==> src/rtl/axis_split_pkg.sv <==
// Shared definitions for the splitter scheduler and its CSR decode:
// status codes and the scheduler FSM state encoding.
package axis_split_pkg;

  localparam logic [1:0] STATUS_OK      = 2'd0;
  localparam logic [1:0] STATUS_ERR     = 2'd1;
  localparam logic [1:0] STATUS_TIMEOUT = 2'd2;
  localparam logic [1:0] STATUS_ABORT   = 2'd3;

  typedef enum logic [2:0] {
    ST_IDLE,
    ST_START,
    ST_RUN,
    ST_KILL,
    ST_REPORT
  } sched_state_t;

endpackage

==> src/rtl/sync_fifo.sv <==
// Show-ahead synchronous FIFO with flush; the head entry is visible on
// pop_data whenever empty is low. DEPTH must be a power of two.
module sync_fifo #(
  parameter int WIDTH = 32,
  parameter int DEPTH = 4
) (
  input  logic             clk,
  input  logic             rst,
  input  logic             flush,
  input  logic             push,
  input  logic [WIDTH-1:0] push_data,
  input  logic             pop,
  output logic [WIDTH-1:0] pop_data,
  output logic             empty,
  output logic             full
);

  localparam int AW = (DEPTH > 1) ? $clog2(DEPTH) : 1;
  localparam logic [AW:0] FULL_COUNT = (AW + 1)'(DEPTH);

  logic [WIDTH-1:0] mem [DEPTH];
  logic [AW-1:0]    wr_ptr_reg;
  logic [AW-1:0]    rd_ptr_reg;
  logic [AW:0]      count_reg;
  logic             push_ok;
  logic             pop_ok;

  assign empty    = (count_reg == '0);
  assign full     = (count_reg == FULL_COUNT);
  assign push_ok  = push && !full;
  assign pop_ok   = pop && !empty;
  assign pop_data = mem[rd_ptr_reg];

  always_ff @(posedge clk) begin
    if (push_ok) begin
      mem[wr_ptr_reg] <= push_data;
    end
  end

  // Flush shares the reset path, so a push in the same cycle is dropped.
  always_ff @(posedge clk) begin
    if (rst || flush) begin
      wr_ptr_reg <= '0;
      rd_ptr_reg <= '0;
      count_reg  <= '0;
    end else begin
      if (push_ok) wr_ptr_reg <= wr_ptr_reg + AW'(1);
      if (pop_ok)  rd_ptr_reg <= rd_ptr_reg + AW'(1);
      case ({push_ok, pop_ok})
        2'b10:   count_reg <= count_reg + (AW + 1)'(1);
        2'b01:   count_reg <= count_reg - (AW + 1)'(1);
        default: count_reg <= count_reg;
      endcase
    end
  end

endmodule

==> src/rtl/axis_split_scheduler.sv <==
// Command-driven sequencer for the AXI-Stream packet splitter: queues sizes,
// starts one split per command, supervises it and returns a status record.
module axis_split_scheduler
  import axis_split_pkg::*;
#(
  parameter int PCKT_WIDTH     = 32,
  parameter int CMD_DEPTH      = 4,
  parameter int STAT_WIDTH     = 32,
  parameter int TIMEOUT_CYCLES = 1024
) (
  input  logic                  clk,
  input  logic                  rst,
  input  logic                  cmd_valid,
  output logic                  cmd_ready,
  input  logic [PCKT_WIDTH-1:0] cmd_pckt_size,
  input  logic                  pause,
  input  logic                  abort,
  output logic                  split_start,
  output logic [PCKT_WIDTH-1:0] split_pckt_size,
  output logic                  split_lock,
  output logic                  split_external_error,
  input  logic                  split_busy,
  input  logic                  split_complete,
  input  logic                  split_error,
  input  logic                  split_transmission,
  output logic                  status_valid,
  input  logic                  status_ready,
  output logic [1:0]            status_code,
  output logic [STAT_WIDTH-1:0] status_cycles,
  output logic                  idle
);

  localparam int WD_W = (TIMEOUT_CYCLES > 1) ? $clog2(TIMEOUT_CYCLES) : 1;
  localparam logic [WD_W-1:0] WD_LAST = WD_W'((TIMEOUT_CYCLES > 0) ? TIMEOUT_CYCLES - 1 : 0);
  localparam bit WD_ENABLE = (TIMEOUT_CYCLES != 0);

  sched_state_t          state_reg, state_next;
  logic [1:0]            code_reg, code_next;
  logic [PCKT_WIDTH-1:0] size_reg;
  logic [STAT_WIDTH-1:0] cycles_reg;
  logic [WD_W-1:0]       wd_reg;
  logic                  start_reg;

  logic                  fifo_pop;
  logic                  fifo_empty;
  logic                  fifo_full;
  logic [PCKT_WIDTH-1:0] fifo_data;
  logic                  wd_expire;
  logic                  kill_pulse;

  sync_fifo #(
    .WIDTH (PCKT_WIDTH),
    .DEPTH (CMD_DEPTH)
  ) u_cmd_fifo (
    .clk       (clk),
    .rst       (rst),
    .flush     (abort),
    .push      (cmd_valid),
    .push_data (cmd_pckt_size),
    .pop       (fifo_pop),
    .pop_data  (fifo_data),
    .empty     (fifo_empty),
    .full      (fifo_full)
  );

  // Expiry fires in the cycle the counter would step onto TIMEOUT_CYCLES.
  assign wd_expire = WD_ENABLE && !pause && !split_transmission && (wd_reg == WD_LAST);

  always_comb begin
    state_next = state_reg;
    code_next  = code_reg;
    fifo_pop   = 1'b0;
    kill_pulse = 1'b0;
    case (state_reg)
      ST_IDLE: begin
        if (!fifo_empty && !abort) begin
          fifo_pop = 1'b1;
          if (fifo_data == '0) begin
            state_next = ST_REPORT;
            code_next  = STATUS_ERR;
          end else begin
            state_next = ST_START;
            code_next  = STATUS_OK;
          end
        end
      end
      ST_START: begin
        if (abort) begin
          kill_pulse = 1'b1;
          state_next = ST_KILL;
          code_next  = STATUS_ABORT;
        end else if (split_busy) begin
          state_next = ST_RUN;
        end
      end
      ST_RUN: begin
        if (split_complete) begin
          state_next = ST_REPORT;
          code_next  = STATUS_OK;
        end else if (split_error) begin
          state_next = ST_REPORT;
          code_next  = STATUS_ERR;
        end else if (abort) begin
          kill_pulse = 1'b1;
          state_next = ST_KILL;
          code_next  = STATUS_ABORT;
        end else if (wd_expire) begin
          kill_pulse = 1'b1;
          state_next = ST_KILL;
          code_next  = STATUS_TIMEOUT;
        end
      end
      ST_KILL: begin
        if (split_error) state_next = ST_REPORT;
      end
      ST_REPORT: begin
        if (status_ready) state_next = ST_IDLE;
      end
      default: state_next = ST_IDLE;
    endcase
  end

  always_ff @(posedge clk) begin
    if (rst) begin
      state_reg  <= ST_IDLE;
      code_reg   <= STATUS_OK;
      size_reg   <= '0;
      cycles_reg <= '0;
      wd_reg     <= '0;
      start_reg  <= 1'b0;
    end else begin
      state_reg <= state_next;
      code_reg  <= code_next;
      // Start is registered and dropped on the edge the FSM leaves START.
      start_reg <= (state_reg == ST_START) && (state_next == ST_START);

      if (fifo_pop) begin
        size_reg <= fifo_data;
      end

      if (fifo_pop) begin
        cycles_reg <= '0;
      end else if ((state_reg == ST_START || state_reg == ST_RUN) && (cycles_reg != '1)) begin
        cycles_reg <= cycles_reg + STAT_WIDTH'(1);
      end

      if (state_reg != ST_RUN || split_transmission || !WD_ENABLE) begin
        wd_reg <= '0;
      end else if (!pause) begin
        wd_reg <= wd_reg + WD_W'(1);
      end
    end
  end

  assign cmd_ready            = !fifo_full;
  assign split_start          = start_reg;
  assign split_pckt_size      = size_reg;
  assign split_lock           = pause;
  assign split_external_error = kill_pulse;
  assign status_valid         = (state_reg == ST_REPORT);
  assign status_code          = code_reg;
  assign status_cycles        = cycles_reg;
  assign idle                 = (state_reg == ST_IDLE) && fifo_empty;

endmodule

==> config.mk <==
export PLATFORM = sky130hd
export DESIGN_NAME = axis_split_scheduler
export DESIGN_NICKNAME = d
export VERILOG_FILES = /design/src/rtl/axis_split_pkg.sv /design/src/rtl/sync_fifo.sv /design/src/rtl/axis_split_scheduler.sv
export SDC_FILE = /design/constraint.sdc
export NUM_CORES = 1
export LEC_CHECK = 0
export ABC_AREA = 1
export BUFFER_PORTS_ARGS = -buffer_cell sky130_fd_sc_hd__buf_2
export CAP_MARGIN = 15
export CORE_UTILIZATION = 58
export DETAILED_ROUTE_END_ITERATION = 6
export PLACE_DENSITY = 0.84
export SETUP_SLACK_MARGIN = 0.02
export SLEW_MARGIN = 20
export SYNTH_ARGS = -nofsm -noshare
export SYNTH_HDL_FRONTEND = slang
export SYNTH_SLANG_ARGS = --single-unit
==> constraint.sdc <==
create_clock -name clk -period 2.91 [get_ports clk]
set_input_delay 0.291 -clock clk [delete_from_list [all_inputs] [get_ports clk]]
set_output_delay 0.291 -clock clk [all_outputs]
set_load 0.02 [all_outputs]
**After elaboration in Yosys (flattened, before gate mapping)**

Memories as Yosys holds them, arrays and structs flattened. A register that Yosys moved wholly into a read port is not among the register bits.
Index checks and enable logic that the tools add are counted.

- Bitwise operators: 0
- Mux-type cells: 32
- Divide/modulo/power cells: 0
- $mul: 0
- Reduce and logical (&&, ||, !) cells: 24
- Add/subtract/negate cells: 6
- Magnitude comparators: 0
- Shifts and indexed selects: 0
- Equality and inequality tests: 14

Operators with widths:

| kind | count |
|---|---|
| 32-bit by 1-bit adder with 32-bit output, second input constant | 1 |
| 32-bit zero test | 1 |
| 32-bit inequality test, second input constant | 1 |
| 3-bit 2-to-1 mux | 10 |
| 2-bit 2-to-1 mux | 8 |
| 3-bit one-hot mux with 5 select lines | 1 |
| 10-bit by 1-bit adder with 10-bit output, second input constant | 1 |
| 10-bit equality test, second input constant | 1 |
| 1-bit 2-to-1 mux | 10 |
| 1-bit logical AND | 8 |
| 3-bit by 1-bit equality test with 1-bit output, second input constant | 2 |
| 3-bit by 2-bit equality test with 1-bit output, second input constant | 2 |
| 3-bit equality test, second input constant | 2 |
| 3-bit zero test | 2 |
| 2-bit one-hot mux with 3 select lines | 1 |
| 3-bit one-hot mux with 2 select lines | 1 |
| 1-bit zero test | 5 |
| 5-bit inequality test, second input constant | 1 |
| 2-bit by 1-bit adder with 2-bit output, second input constant | 2 |
| 2-bit inequality test, second input constant | 2 |
| 4-bit AND reduction | 1 |
| 2-bit OR reduction | 2 |
| 3-bit by 1-bit adder with 3-bit output, second input constant | 1 |
| 1-bit logical OR | 3 |
| other kinds (7) | 7 |

- Register bits after elaboration: 87
- Output and inout bits: 72
- Bits in writable memories: 128
- Memories: 1
- Latch bits: 0
- Input port bits: 42
- ROM bits: 0

Memory list:

| memory | words | width | read ports | clocked after Yosys merged registers in | write ports | line | source |
|---|---|---|---|---|---|---|---|
| u_cmd_fifo.mem | 4 | 32 | 1 | 1 | 1 | sync_fifo.sv:21 | `logic [WIDTH-1:0] mem [DEPTH];` |

**Logic depth before layout (Yosys ltp)**

Gate-level depths: netlist of the first run.

- Depth in word-level cells: 10
- Gate-level depth with buffers: 13
- Mapped depth without buffers: 12

**By module**

From an unflattened synthesis of the first run, not the netlist that was laid out.

- Cell total of the unflattened synthesis: 998
- Area total of the unflattened synthesis: 9320.2 um^2

Modules (own cells, without submodules):

| module | area an instance (um^2) | seq. area each (um^2) | instances | cells an instance |
|---|---|---|---|---|
| sync_fifo | 5282.6 | 4023.9 | 1 | 381 |
| axis_split_scheduler | 4037.6 | 1601.5 | 1 | 617 |

**Worst setup path after synthesis of the first run**

Ideal clock, no wire load.

- Path type: flip-flop to flip-flop
- Start point: register u_cmd_fifo.count_reg[0]
- End point: memory u_cmd_fifo.mem[0][0], enable pin
- Path slack: 0.289 ns
- Arrival time: 2.199 ns
- Clock period less this slack: 2.621 ns
- Stages on the path, launching flop included: 5
- Path buffers: 0
- Path through: dfxtp_1 -> inv_1 -> nand3_1 -> nand2_1 -> nor2_1

- Cells in the longest elaborated chain, start to end: 5

Ends and longest elaborated chain:

| what | line | source |
|---|---|---|
| start: declaration | sync_fifo.sv:24 | `logic [AW:0] count_reg;` |
| start signal: assignment | sync_fifo.sv:50 | `2'b10: count_reg <= count_reg + (AW + 1)'(1);` |
| start signal: assignment | sync_fifo.sv:51 | `2'b01: count_reg <= count_reg - (AW + 1)'(1);` |
| start signal: assignment | sync_fifo.sv:52 | `default: count_reg <= count_reg;` |
| 3-bit equality test | sync_fifo.sv:29 | `assign full = (count_reg == FULL_COUNT);` |
| 1-bit zero test | n/a |  |
| named net cmd_ready | axis_split_scheduler.sv:14 | `output logic cmd_ready,` |
| 1-bit logical AND | sync_fifo.sv:30 | `assign push_ok = push && !full;` |
| 1-bit 2-to-1 mux | sync_fifo.sv:35 | `if (push_ok) begin` |
| 1-bit 2-to-1 mux (implied by the code) | sync_fifo.sv:36 | `mem[wr_ptr_reg] <= push_data;` |
| end: declaration | sync_fifo.sv:21 |  |

The timed path passes the listed nets, and every way through them passes these cells.

==> flow_summary.json, run 1 <==
{
  "drcViolationCount": 0,
  "crit_slowest_cell": "clkinv_2",
  "rows": 45,
  "fin_crit_sh": 0.8425,
  "die_h_um": 127.9,
  "path_clk_slew_ns": 0.07,
  "postRouteAntennaNets": 0,
  "diodes": 0,
  "rsz0062_at_grt": "false",
  "fin_nets": 1168,
  "synth_compound_area_frac": 0.07999,
  "layout-drive-gt1-share": 0.1781,
  "hold_path.class": "in2reg",
  "timing.fmax_mhz": 407.9,
  "critPathMostFrequentCell": "nand2_1",
  "syn_area_per_cell_um2": 9.376,
  "globalRouteOverflowTotal": 0,
  "synthMuxAreaShare": 0,
  "groute.usage.overall": 0.2599,
  "cts_buffers": 22,
  "slew_violations": 0,
  "max_stage_delay_ns": 0.67,
  "slew_headroom": 0.4071,
  "first_pass_iters": 5,
  "holdWs_ns": 0.01273,
  "port_buffers": 113,
  "synth-seq-cells": 217,
  "yosys-top-cells-area": "edfxtp_1 42%, dfxtp_1 19%, nand2_1 11%",
  "vias": 7354,
  "tritoncts": "built",
  "clk_path_buf_depth": 3,
  "regMostFlops": "u_cmd_fifo.mem",
  "area_growth_pct": 19.92,
  "synth.top_cell.area_share": 0.4179,
  "nFillCells": 1069,
  "core_mm2": 0.01531,
  "cap_violations": 0,
  "post-cts-setup-buffer-count": 0,
  "start_kind": "register",
  "setup_viol": 0,
  "finalClockSkew_ns": 0.02614,
  "gp_congestion": 0.9377,
  "first_global_vias": 6949,
  "root_buffer": "clkbuf_16",
  "power_mw": 6.990,
  "multi_input_area_mm2": 0.003122,
  "grt_max_degree": 69,
  "yosysSeqAreaShare": 0.6116,
  "num_io_pins": 114,
  "tightest_slew_ns": 0.8883,
  "outcome": "finished, final reports clean",
  "synth_ff_type": "edfxtp_1",
  "required_ns": 3.36,
  "largest_reg_flops": 128,
  "fin_tns_setup_ns": 0,
  "synth.largest_area_cell": "edfxtp_1",
  "end_kind": "register",
  "htree_levels": 1,
  "wire_per_inst_um": 15.65,
  "fin_area_mm2": 0.01103,
  "vias_per_cell": 5.468,
  "cp_max_fo": 64,
  "syn-cell-area_mm2": 0.009198,
  "grt_pass1_wl_um": 33510,
  "synth_fp_nets": 1031,
  "yosys.area_share.xor_xnor": 0.01143,
  "drt_iter0_drc": 646,
  "placed_cell_area_mm2": 0.009928,
  "synth_cell_types": 38,
  "cts_sinks": 217,
  "die-width_um": 127.9,
  "antenna_found_initial": 0,
  "yosys.area_share.adder": 0.01170,
  "seq_area_mm2": 0.005627,
  "synth_cells": 981,
  "path_class": "reg2reg",
  "yosysWarnings": 0,
  "path_cells": "clkinv_2 -> nand2_1 -> nand3_1 -> nand2_1 -> nand2_1 -> nor2_1 -> nand2_1 -> nor2_1 -> nand3_1 -> nand3_1 -> nand2_1 -> inv_1",
  "dp_hpwl_um": 12460,
  "initial_utilization": 0.6006,
  "die_area_mm2": 0.01637,
  "power.leakage_nw": 4.387,
  "async_reset_ff_frac": 0,
  "wl_um": 21050,
  "synth-edff-count": 128,
  "critPathArrivalTime_ns": 2.90,
  "clock_latency_ns": 0.53,
  "synth-simple-area-share": 0.2330,
  "synth_top_family_by_area": "simple AND/OR/NAND/NOR gates",
  "power.density_mw_per_mm2": 633.7,
  "period_needed_ns": 2.452,
  "max-vdd-ir-drop_mv": 0.5493,
  "hold_viol_final": 0
}
-- metal layers --
metal | wire length (µm) | track usage
met1 | 8480 | 0.3276
met2 | 10600 | 0.4588
met3 | 1494 | 0.03881
met4 | 474 | 0.08651
met5 | 0 | 0
-- layout by cell type (no fill, tap or decap), types with 30 or more instances in the layout --
| cell type | synthesis | layout |
|---|---|---|
| a21oi_1 | 74 | 74 |
| buf_2 | 12 | 113 |
| dfxtp_1 | 89 | 88 |
| dlygate4sd3_1 | 0 | 30 |
| edfxtp_1 | 128 | 128 |
| inv_1 | 62 | 62 |
| nand2_1 | 274 | 274 |
| nand3_1 | 88 | 88 |
| nor2_1 | 73 | 69 |
| o21ai_0 | 54 | 54 |
-- synthesized netlist by cell type, drive strengths merged (2+ instances only) --
cell type / number
nand2: 282
edfxtp: 128
dfxtp: 89
nand3: 89
nor2: 81
a21oi: 76
inv: 72
o21ai: 56
buf: 26
nor3: 20
clkbuf: 13
nand4: 13
ha: 7
xor2: 7
xnor2: 5
o31ai: 4
nand3b: 3
a31oi: 2
nor3b: 2
o21a: 2
-- through the flow --
stage | setup slack, ns | util | instances
after CTS | 0.4423 | 0.7201 | 1345
after detailed placement | 0.7762 | 0.6483 | 1275
after floorplan | 0.2895 | - | 981
final | 0.4583 | 0.7202 | 1345
after global placement | 0.8256 | 0.6483 | 1275
after global routing | 0.06499 | 0.7202 | 1345
-- what timing repair did --
action                                 CTS  global route
setup endpoints to repair                0             0
endpoints found under the hold margin  120             0
hold buffers                            30             0
resized for setup                        0             0
-- logic make-up after synthesis --
| logic type | count (synthesis) |
|---|---|
| XOR/XNOR | 12 |
| AND/OR/NAND/NOR | 492 |
| AO/OA/AOI/OAI | 141 |
| adder cells (fa/ha/maj) | 8 |
| buffers and inverters | 111 |
| flip-flops | 217 |
-- area by class of cell --
type,count,area share
clock buffers,24,0.05060
well taps,211,0.02394
repair buffers,152,0.08576
multi-input cells,653,0.2830
clock inverters,16,0.02189
inverters,72,0.02462
flip-flops and latches,217,0.5102
-- report_power, final --
part	total (mW)	switching, mW	leakage [nW]	internal, mW
combinational	0.547	0.372	2.10	0.175
sequential	3.41	0.0463	1.90	3.36
clock	3.04	1.18	0.385	1.85
total	6.99	1.60	4.39	5.39
-- path summary, 6_finish.rpt --
kind	startpoint	endpoint	slack, ns	cells after the start
max reg2reg	register	status_code[0]$_SDFFE_PP0P_	0.46	12
min reg2reg	wd_reg[4]$_SDFFE_PP0N_	wd_reg[4]$_SDFFE_PP0N_	0.45	2
max	register	status_code[0]$_SDFFE_PP0P_	0.46	12
min	cmd_pckt_size[31]	u_cmd_fifo.mem[0][31]$_DFFE_PP_	0.01	1
-- worst max-delay path, delay by kind of cell (launching register included) --
kind | cells | cell delay (ns)
AND/OR/NAND/NOR | 10 | 1.32
buffers and inverters | 2 | 0.71
flip-flops | 1 | 0.33
Power figures use the tool's default switching activity.
==> run 2: changes to the inputs <==
- clock period: 2.91 -> 2.3 ns (I/O delays scaled with it)
==> run 2 against run 1 <==
  * Clock-buffer cell count is 8 higher
  * Utilization increased by 0.81 points
  * Global-route usage grew 0.65 points
  * Critical path depth decreased by 3
  * Sequential share of layout area shrank 0.57 points
  * Register-to-register slack got worse by 0.16 ns
  * First-iteration DRC count is 2.3% higher
  * Combinational power rose by 36%
  * Total power up 23%
  * Non-clock buffer count rose by 11
  * Cell area up 1.1%
  * Largest power group unchanged
==> flow_summary.json, run 2 (same netlist as run 1, synthesis figures left out) <==
{
  "outcome": "finished, final reports clean",
  "cts_buffers": 22,
  "vias": 7502,
  "wire_per_inst_um": 16.04,
  "hold_path_depth": 4,
  "hold_path.class": "in2reg",
  "core_mm2": 0.01531,
  "clk_path_buf_depth": 3,
  "port_buffers": 113,
  "multi_input_area_mm2": 0.003134,
  "r2r_slack_ns": 0.30,
  "start_kind": "register",
  "required_ns": 2.07,
  "slew_headroom": 0.5646,
  "layout-drive-gt1-share": 0.1794,
  "critPathArrivalTime_ns": 1.99,
  "max-vdd-ir-drop_mv": 1.078,
  "instances_no_fill": 1354,
  "worstReg2RegEnd": "status_cycles[10]$_SDFFE_PP0P_",
  "die_h_um": 127.9,
  "nFillCells": 1105,
  "die_area_mm2": 0.01637,
  "setup_viol": 0,
  "cp_max_fo": 5,
  "first_pass_iters": 7,
  "initial_utilization": 0.6006,
  "end_kind": "primary output",
  "dp_hpwl_um": 13430,
  "regMostFlops": "u_cmd_fifo.mem",
  "postRouteAntennaNets": 0,
  "cts_sinks": 217,
  "drcViolationCount": 0,
  "grt_pass1_wl_um": 34310,
  "first_global_vias": 7198,
  "grt_max_degree": 65,
  "num_io_pins": 114,
  "power.leakage_nw": 4.425,
  "path_class": "reg2out",
  "rows": 45,
  "fin_nets": 1179,
  "worst-r2r-cell-count": 11,
  "path_clk_slew_ns": 0.06,
  "hold_viol_final": 0,
  "setup_slack_ns": 0.07747,
  "seq_area_mm2": 0.005627,
  "vias_per_cell": 5.541,
  "hp-start": "split_transmission",
  "timing.fmax_mhz": 449.9,
  "die-width_um": 127.9,
  "antenna_found_initial": 0,
  "groute.usage.overall": 0.2664,
  "htree_levels": 1,
  "mostFrequentLayoutCells": "274 x nand2_1, 128 x edfxtp_1, 112 x buf_2",
  "hold_end": "wd_reg[3]$_SDFFE_PP0N_",
  "finalClockSkew_ns": 0.02237,
  "root_buffer": "clkbuf_16",
  "clock_latency_ns": 0.52,
  "place_inst": 1280,
  "slew_violations": 0,
  "globalRouteOverflowTotal": 0,
  "r2r_start": "status_cycles[0]$_SDFFE_PP0P_",
  "fin_crit_sh": 0.9663,
  "period_needed_ns": 2.223,
  "tightest_slew_ns": 0.6524,
  "layout_commonest_cell": "nand2_1",
  "area_growth_pct": 21.26,
  "drt_iter0_drc": 661,
  "diodes": 0,
  "cap_violations": 0,
  "tritoncts": "built",
  "post-place-ws_ns": 0.2000,
  "rsz0062_at_grt": "true",
  "largest_reg_flops": 128,
  "gp_congestion": 0.8907,
  "power.density_mw_per_mm2": 769.5,
  "wl_um": 21720
}
==> run 2: cell types whose count changed in the layout (fill, tap and decap cells not counted), sizes merged <==
cell | previous run | this run
clkbuf | 24 | 33
buf | 122 | 128
clkinv | 10 | 4
dlygate4sd3 | 30 | 34
bufinv | 5 | 2
clkinvlp | 2 | 0
inv | 71 | 72
==> run 2: final cells by class <==
| type | instances | share of cell area |
|---|---|---|
| multi-input cells | 653 | 0.2810 |
| flip-flops and latches | 217 | 0.5045 |
| well taps | 211 | 0.02367 |
| repair buffers | 163 | 0.1016 |
| inverters | 72 | 0.02446 |
| clock inverters | 6 | 0.009311 |
| clock buffers | 32 | 0.05542 |
==> run 2: power breakdown <==
part / leakage [nW] / switching, mW / internal, mW / total, mW
Combinational: 2.18 / 0.491 / 0.254 / 0.745
Clock: 0.350 / 1.43 / 2.10 / 3.53
Sequential: 1.90 / 0.0596 / 4.25 / 4.31
Total: 4.43 / 1.98 / 6.60 / 8.58
==> run 2: stage by stage <==
step / area, µm² / TNS (ns) / total power [mW] / hold slack, ns / utilization
3_3_place_gp: 10030 / 0 / 5.034 / 0.4310 / 0.6548
4_1_cts: 11100 / 0 / 8.598 / 0.05558 / 0.7247
2_1_floorplan: 9198 / -41.02 / 4.797 / 0.3289 / -
6_report: 11150 / 0 / 8.582 / 0.07478 / 0.7283
3_5_place_dp: 10030 / 0 / 5.055 / 0.4447 / 0.6548
5_1_grt: 11150 / -0.06732 / 8.882 / 0.08755 / 0.7283
==> run 2: critical path: stages (launching register included) <==
cell and delay [ns]:
dfxtp_1 0.37, nor3_4 0.27, nand2_1 0.13, nand2_1 0.14, inv_2 0.06, nor2_1 0.16
a21oi_2 0.09, inv_1 0.06, nor2_1 0.04, buf_4 0.15
==> run 2: how the worst max path moves through the flow <==
stage	from	to	slack (ns)	depth (start not counted)
floorplan	u_cmd_fifo.count_reg[0]$_SDFFE_PP0P_	u_cmd_fifo.mem[0][0]$_DFFE_PP_	-0.32	4
global placement	register	status_code[0]$_SDFFE_PP0P_	0.30	12
detailed placement	register	status_code[0]$_SDFFE_PP0P_	0.20	12
CTS	wd_reg[0]$_SDFFE_PP0N_	split_external_error	0.03	8
global route	wd_reg[1]$_SDFFE_PP0N_	split_external_error	-0.07	8
finish	state_reg[2]$_SDFF_PP0_	split_external_error	0.08	9
==> run 2: what timing repair did <==
item	in CTS	in global routing
hold buffers	34	0
hold endpoints to repair	131	0
endpoints found under the setup margin	1	3
gates cloned	0	1
gates resized for setup	2	8
setup buffers	0	1
==> run 2: per-layer routing <==
| layer | vias up | track usage | share of wire | routed length (µm) |
|---|---|---|---|---|
| met3 | 45 | 0.04633 | 0.076 | 1640 |
| li1 | 3609 | - | - | - |
| met4 | 0 | 0.1003 | 0.025 | 553 |
| met5 | - | 0 | 0 | 0 |
| met1 | 3531 | 0.3334 | 0.40 | 8676 |
| met2 | 317 | 0.4629 | 0.50 | 10850 |
==> run 3: changes to the inputs <==
- BUFFER_PORTS_ARGS: -buffer_cell sky130_fd_sc_hd__buf_2 -> not set
- CORE_UTILIZATION: 58 -> 45
- DONT_BUFFER_PORTS: not set -> 1
- PLACE_DENSITY: 0.84 -> 0.64
==> run 3 against run 2 <==
  * Worst setup slack better by 0.077 ns
  * Global-route usage fell by 6.4 points
  * Register-to-register slack lost 0.02 ns
  * Largest cell class unchanged
  * Non-clock buffer count down 75
  * Via count is 8.7% lower
  * First-iteration DRC count shrank 32%
  * Combinational power decreased by 24%
  * Critical path depth shrank 1
  * Die area rose by 28%
  * Total power rose by 0.10%
==> flow_summary.json, run 3 (same netlist as run 1, synthesis figures left out) <==
{
  "outcome": "finished, final reports clean",
  "holdWs_ns": 0.02661,
  "required_ns": 2.07,
  "layout-drive-gt1-share": 0.1306,
  "max-vdd-ir-drop_mv": 0.6122,
  "clock_latency_ns": 0.52,
  "crit_cells": 8,
  "crit_family": "simple AND/OR/NAND/NOR gates",
  "cap_violations": 0,
  "wire_per_inst_um": 15.77,
  "first_pass_iters": 5,
  "worst-r2r-cell-count": 10,
  "slew_headroom": 0.5519,
  "gp_congestion": 0.8598,
  "path_class": "reg2out",
  "area_growth_pct": 19.25,
  "finalClockSkew_ns": 0.01452,
  "tightest_slew_ns": 0.6671,
  "vias": 6853,
  "postRouteAntennaNets": 0,
  "fin_nets": 1105,
  "regMostFlops": "u_cmd_fifo.mem",
  "tritoncts": "built",
  "rsz0062_at_grt": "false",
  "root_buffer": "clkbuf_16",
  "r2r_start": "status_cycles[22]$_SDFFE_PP0P_",
  "fin_area_mm2": 0.01097,
  "diodes": 0,
  "globalRouteOverflowTotal": 0,
  "multi_input_area_mm2": 0.003152,
  "crit_slowest_cell": "dfxtp_4",
  "slew_violations": 0,
  "grt_pass1_wl_um": 34070,
  "worstReg2RegEnd": "status_cycles[13]$_SDFFE_PP0P_",
  "initial_utilization": 0.4665,
  "dp_hpwl_um": 13680,
  "clk_path_buf_depth": 3,
  "die_area_mm2": 0.02101,
  "core_mm2": 0.01972,
  "path_cells": "ha_4 -> nand4_1 -> nor2_2 -> nand4_1 -> a21oi_2 -> inv_1 -> nor2_2 -> buf_4",
  "max_stage_delay_ns": 0.37,
  "cts_buffers": 23,
  "rows": 51,
  "port_buffers": 0,
  "nFillCells": 1717,
  "seq_area_mm2": 0.005637,
  "start_kind": "register",
  "drcViolationCount": 0,
  "setup_viol": 0,
  "largest_reg_flops": 128,
  "num_io_pins": 114,
  "critPathArrivalTime_ns": 1.92,
  "fin_tns_setup_ns": 0,
  "path_clk_slew_ns": 0.06,
  "vias_per_cell": 5.126,
  "fin_crit_sh": 0.9327,
  "layout_commonest_cell": "nand2_1",
  "hold_viol_final": 0,
  "htree_levels": 1,
  "wl_um": 21090,
  "end_kind": "primary output",
  "path_buf_inv": 2,
  "grt_max_degree": 71,
  "drt_iter0_drc": 451,
  "cp_max_fo": 4,
  "period_needed_ns": 2.145,
  "power.leakage_nw": 4.081,
  "mostFrequentLayoutCells": "273 x nand2_1, 128 x edfxtp_1, 88 x nand3_1",
  "placed_cell_area_mm2": 0.009793,
  "antenna_found_initial": 0,
  "crit_start": "wd_reg[0]$_SDFFE_PP0N_",
  "groute.usage.overall": 0.2023,
  "die-width_um": 145.0,
  "r2r_slack_ns": 0.28,
  "cts_sinks": 217,
  "hold_path.class": "in2reg",
  "die_h_um": 145.0,
  "first_global_vias": 6487,
  "cp-endpoint": "split_external_error",
  "timing.fmax_mhz": 466.2,
  "power.density_mw_per_mm2": 783.2
}
run 3: timing repair:
action                                  CTS  global route
endpoints found under the hold margin   150             0
endpoints found under the setup margin    1             1
setup buffers                             0             1
pin swaps                                 0             4
hold buffers                             38             0
gates resized for setup                   1            12
run 3: layout make-up:
| type | instances | share of cell area |
|---|---|---|
| Inverter | 72 | 0.02464 |
| Clock inverter | 16 | 0.01369 |
| Clock buffer | 26 | 0.05441 |
| Tap cell | 265 | 0.03023 |
| Sequential cell | 217 | 0.5139 |
| Timing Repair Buffer | 88 | 0.07575 |
| Multi-Input combinational cell | 653 | 0.2874 |
run 3: worst min path at each step:
stage	slack (ns)	depth (start not counted)	startpoint	end
after detailed placement	0.30	1	rst	state_reg[2]$_SDFF_PP0_
final	0.03	4	split_error	state_reg[2]$_SDFF_PP0_
after CTS	0.005	4	split_error	state_reg[2]$_SDFF_PP0_
after floorplan	0.33	0	cmd_pckt_size[0]	u_cmd_fifo.mem[0][0]$_DFFE_PP_
after global routing	0.06	4	split_error	state_reg[2]$_SDFF_PP0_
after global placement	0.30	1	rst	state_reg[2]$_SDFF_PP0_
run 3: tightest hold or removal path: stages:
cell     delay (ns)
nand2_1        0.03
o31ai_1        0.06
a21oi_1        0.07
a21oi_1        0.11
run 3: report_power, final:
group          switching [mW]  total [mW]  internal (mW)
Sequential              0.130        4.38           4.25
Clock                    1.53        3.64           2.11
Combinational           0.380       0.569          0.189
run 3: stage by stage:
stage | setup slack [ns] | instances | total power [mW] | utilization
floorplan | -0.3205 | 981 | 4.797 | -
global placement | 0.3265 | 1256 | 4.948 | 0.4967
detailed placement | 0.2785 | 1256 | 4.953 | 0.4967
CTS | 0.05239 | 1336 | 8.650 | 0.5540
global route | 0.01127 | 1337 | 8.882 | 0.5563
finish | 0.1548 | 1337 | 8.591 | 0.5563
run 3: metal layers:
metal / part of all wire / track usage / wire [µm]
met5: 0 / 0 / 0
met4: 0.026 / 0.06170 / 541
met3: 0.064 / 0.04780 / 1352
met1: 0.44 / 0.2620 / 9287
met2: 0.47 / 0.3351 / 9909
